<file path="src/rtl/reg_scoreboard.sv">
// In-order issue scoreboard for a 32-entry register file: counts in-flight writes
// per register and stalls issue on RAW hazards, counter saturation or flush.
module reg_scoreboard #(
    parameter int CNT_W = 2,
    parameter int TOT_W = 8
) (
    input  logic             clk,
    input  logic             rst_n,
    input  logic             issue_valid,
    input  logic [4:0]       issue_AA,
    input  logic [4:0]       issue_BA,
    input  logic             issue_use_a,
    input  logic             issue_use_b,
    input  logic             issue_we,
    input  logic [4:0]       issue_DA,
    output logic             issue_ready,
    input  logic             RW,
    input  logic [4:0]       DA,
    input  logic             flush,
    output logic [31:0]      busy_vec,
    output logic [TOT_W-1:0] pending_total,
    output logic             wb_err
);

    localparam logic [CNT_W-1:0] MAX = '1;

    logic [CNT_W-1:0] cnt [32];
    logic [31:0]      inc_vec;
    logic [31:0]      dec_vec;
    logic             accept;
    logic             inc_any;
    logic             dec_any;
    logic             wb_under;

    // Readiness looks only at registered counts, so a same-cycle writeback never bypasses.
    always_comb begin
        issue_ready = 1'b1;
        if (issue_use_a && (cnt[issue_AA] != '0)) issue_ready = 1'b0;
        if (issue_use_b && (cnt[issue_BA] != '0)) issue_ready = 1'b0;
        if (issue_we && (cnt[issue_DA] == MAX))   issue_ready = 1'b0;
        if (flush)                                issue_ready = 1'b0;
    end

    assign accept   = issue_valid && issue_ready;
    assign wb_under = RW && (cnt[DA] == '0);

    always_comb begin
        inc_vec = '0;
        dec_vec = '0;
        if (accept && issue_we) inc_vec[issue_DA] = 1'b1;
        if (RW && (cnt[DA] != '0)) dec_vec[DA] = 1'b1;
    end

    assign inc_any = |inc_vec;
    assign dec_any = |dec_vec;

    always_comb begin
        for (int i = 0; i < 32; i++) begin
            busy_vec[i] = (cnt[i] != '0);
        end
    end

    // Issue and writeback to the same register cancel; an underflowing writeback is
    // dropped but still flags the sticky error. Flush wipes counts and ignores RW.
    always_ff @(posedge clk or negedge rst_n) begin
        if (!rst_n) begin
            for (int i = 0; i < 32; i++) begin
                cnt[i] <= '0;
            end
            pending_total <= '0;
            wb_err        <= 1'b0;
        end else if (flush) begin
            for (int i = 0; i < 32; i++) begin
                cnt[i] <= '0;
            end
            pending_total <= '0;
        end else begin
            for (int i = 0; i < 32; i++) begin
                if (inc_vec[i] && !dec_vec[i]) begin
                    cnt[i] <= cnt[i] + CNT_W'(1);
                end else if (dec_vec[i] && !inc_vec[i]) begin
                    cnt[i] <= cnt[i] - CNT_W'(1);
                end
            end
            if (inc_any && !dec_any) begin
                pending_total <= pending_total + TOT_W'(1);
            end else if (dec_any && !inc_any) begin
                pending_total <= pending_total - TOT_W'(1);
            end
            if (wb_under) begin
                wb_err <= 1'b1;
            end
        end
    end

endmodule

</file>
<file path="config.mk">
export PLATFORM = sky130hd
export DESIGN_NAME = reg_scoreboard
export DESIGN_NICKNAME = d
export VERILOG_FILES = /design/src/rtl/reg_scoreboard.sv
export SDC_FILE = /design/constraint.sdc
export NUM_CORES = 1
export LEC_CHECK = 0
export CAP_MARGIN = 30
export CORE_MARGIN = 5
export CORE_UTILIZATION = 40
export DETAILED_ROUTE_END_ITERATION = 7
export PLACE_DENSITY = 0.66
export SYNTH_ARGS = -nofsm -noshare
export SYNTH_HDL_FRONTEND = slang
export SYNTH_SLANG_ARGS = --single-unit
</file>
<file path="constraint.sdc">
create_clock -name clk -period 3.98 [get_ports clk]
set_input_delay 0.597 -clock clk [delete_from_list [all_inputs] [get_ports clk]]
set_output_delay 0.597 -clock clk [all_outputs]
set_load 0.02 [all_outputs]
</file>
==> results_dict.tcl <==
set metrics [dict create \
    timing.fmax_mhz 263.7 \
    crit_path_end_kind "flip-flop" \
    dp_hpwl_um 18550 \
    io_pins 70 \
    cts_root_buf "clkbuf_16" \
    hold_class "primary input to async pin" \
    drive_gt1_share_pct 29.36 \
    startpoint "cnt[45]" \
    grt_max_degree 66 \
    gr-usage-all-layers_pct 25.18 \
    synth_top_area_share_pct 26.93 \
    synth_area_per_cell_um2 8.775 \
    finalPower_mw 2.246 \
    area_delta_synth_final_pct 34.02 \
    die_h_um 140.2 \
    synthTopCellsByArea "dfrtp_1 27%, mux4_2 9.3%, mux2i_1 5.0%" \
    global_route.usage.met3_pct 7.703 \
    r2r-start "cnt[45]" \
    yosys_warnings 0 \
    grt-busiest-layer "met2" \
    skew_ps 9.461 \
    fill_cells 1497 \
    vias 7125 \
    fp-row-count 47 \
    path_clk_slew_ps 70 \
    insertedDiodeCount 0 \
    grtUsageMet2_pct 35.56 \
    dr.pass1.iters 6 \
    synth_ff_type "dfrtp_1" \
    synth_cells 773 \
    period_share_pct 95.29 \
    cts.sinks 73 \
    routed_wl_um 25400 \
    ys_ff_latch 73 \
    gp_congestion 0.9612 \
    grt_pass1_vias 6614 \
    initial_core_util_pct 40.90 \
    crit_required_ps 4220 \
    grt_overflow_total 0 \
    drt_drc_violations_left 0 \
    grt_pass1_wl_um 38610 \
    crit_arrival_ps 4030 \
    grtUsageMet1_pct 35.31 \
    synth.distinct_cells 84 \
    yosysSeqAreaShare_pct 26.93 \
    ir_drop_uv 207.9 \
    status "finished, final reports clean" \
    drt-vias-per-instance 6.142 \
    fin_util_pct 54.81 \
    cts_tree "done" \
    wl_per_cell_um 21.89 \
    synthArstFlopShare_pct 100.0 \
    slew_headroom_pct 33.45 \
    antenna_found_initial 0 \
    synth_area_um2 6783 \
    p_per_area_nw_per_um2 247.1 \
    tns_ps 0 \
    hold_violations 0 \
    drt_iter0_drc 923 \
    drv_slew 0 \
    critPathLaunchType "flip-flop" \
    cts_buffers 9 \
    antenna_left 0 \
    fin_crit_ps 3792 \
    stdcell_count 1160 \
    synth_edf_count 0 \
    dieArea_um2 19660 \
    h-tree-depth 3 \
    clk_latency_ps 360 \
    dp_cells 1133 \
    cts_buffer_depth 2 \
    synth_top_cell_by_area "dfrtp_1" \
    cap_violations 0 \
    criticalPathCategory "flip-flop to flip-flop" \
    worstMarginPinSlew_ps 990.7 \
    setup_viol 0 \
    ctsHoldBuffers 0 \
    synthesis.nets 808 \
    die_width_um 140.2 \
    nets 970 \
    design.core.area_um2 16580 \
    p_leak_nw 3.932 \
    portBuffers 69 \
    crit_fanout 5 \
]
power by group:
group          switching (mW)  total (mW)  internal (mW)
Clock                   0.349       0.840          0.490
Combinational           0.336       0.629          0.293
Sequential             0.0185       0.777          0.759
Total                   0.704        2.25           1.54
synth_stat cells (7+ instances only):
master    count
a211oi_1     13
a21oi_1      26
a22oi_1       9
a31o_2        7
buf_2        12
buf_4         8
clkbuf_1     33
dfrtp_1      73
inv_1        49
mux2_2        9
mux2i_1      34
mux4_2       28
nand2_1      51
nand2b_1     12
nand3_1      24
nand4_1       8
nor2_1       85
nor2b_1      11
nor3_1       38
nor3b_1       8
nor4_1       10
o21ai_0      16
o311a_1       8
o31ai_1      17
or2_2        10
or3_1        12
xnor2_1      18
xor2_1       13
logic make-up (layout without fill, tap and decap cells):
family,count (synthesis),in the layout,share of synthesized area (%)
mux,71,71,15.81
xor+xnor,32,32,4.409
compound gates,170,170,19.85
simple gates,308,308,24.07
buf+inv,112,279,7.526
fa+ha+maj,7,7,1.402
flops,73,73,26.93
layout make-up:
class | instances | area [um^2] | area share, %
multi-input cells | 588 | 4642 | 51.07
repair buffers | 212 | 1848 | 20.33
flip-flops and latches | 73 | 1831 | 20.14
well taps | 220 | 275.3 | 3.028
clock buffers | 9 | 225.2 | 2.478
inverters | 51 | 191.4 | 2.106
clock inverters | 7 | 77.57 | 0.8534
worst paths after layout:
kind,depth (start not counted),endpoint,slack (ps)
hold / removal,1,cnt[4],60
setup reg to reg,16,pending_total[7],190
min in group clk,1,wb_err,480
hold reg to reg,1,wb_err,480
max in group asynchronous,2,cnt[55],3310
setup / recovery,16,pending_total[7],190
per-layer routing:
metal	vias up	routed length (um)
li1	3201	-
met1	3378	10390
met2	477	10800
met3	69	3118
met4	0	1090
met5	-	0
stage by stage:
| step | hold slack [ps] | setup WS [ps] | cell area (um^2) |
|---|---|---|---|
| after floorplan | 301.4 | 6.147 | 6874 |
| after global placement | 462.9 | -365.6 | 8484 |
| after detailed placement | 437.2 | -424.7 | 8512 |
| after CTS | 56.99 | 31.96 | 8825 |
| after global routing | 63.32 | -9.152 | 9090 |
| final | 60.48 | 187.6 | 9090 |
what timing repair did:
item | 4_1_cts | 5_1_grt
gates resized for setup | 4 | 55
gates cloned | 0 | 3
pin swaps | 2 | 11
hold endpoints to repair | 0 | 0
setup buffers | 1 | 7
setup endpoints to repair | 2 | 3
cells in the final DEF (no fill, tap or decap), types with 9 or more instances in the layout:
cell type	Yosys	routed
nor4_1	10	10
xor2_1	13	13
xnor2_1	18	18
or2_2	10	10
clkbuf_16	0	10
nand2_1	51	48
or3_1	12	11
nor2b_1	11	11
clkdlybuf4s50_1	0	54
o31ai_1	17	17
nor3_1	38	34
dfrtp_1	73	70
a21oi_1	26	24
o21ai_0	16	15
buf_4	8	136
nand3_1	24	23
mux2i_1	34	34
dlymetal6s2s_1	0	10
mux4_2	28	28
nor2_1	85	74
nand2b_1	12	12
a211oi_1	13	12
mux2_2	9	9
inv_1	49	49
registers in the layout (all words and copies together), names as in the netlist:
signal	cells
cnt	64
pending_total	8
wb_err	1
critical path, stage by stage, from the launching register on:
cell and delay [ps]:
dfrtp_1 460, nor2_1 100, mux4_2 450, or3_4 350
a311oi_4 410, nor4_4 80, and3_4 230, nand2_8 90
ha_4 200, a21o_1 180, a21oi_2 150, o21bai_1 90
a21oi_2 170, o21ai_1 80, a21boi_0 130, mux2i_1 170
mux2_2 350
Power figures use the tool's default switching activity.
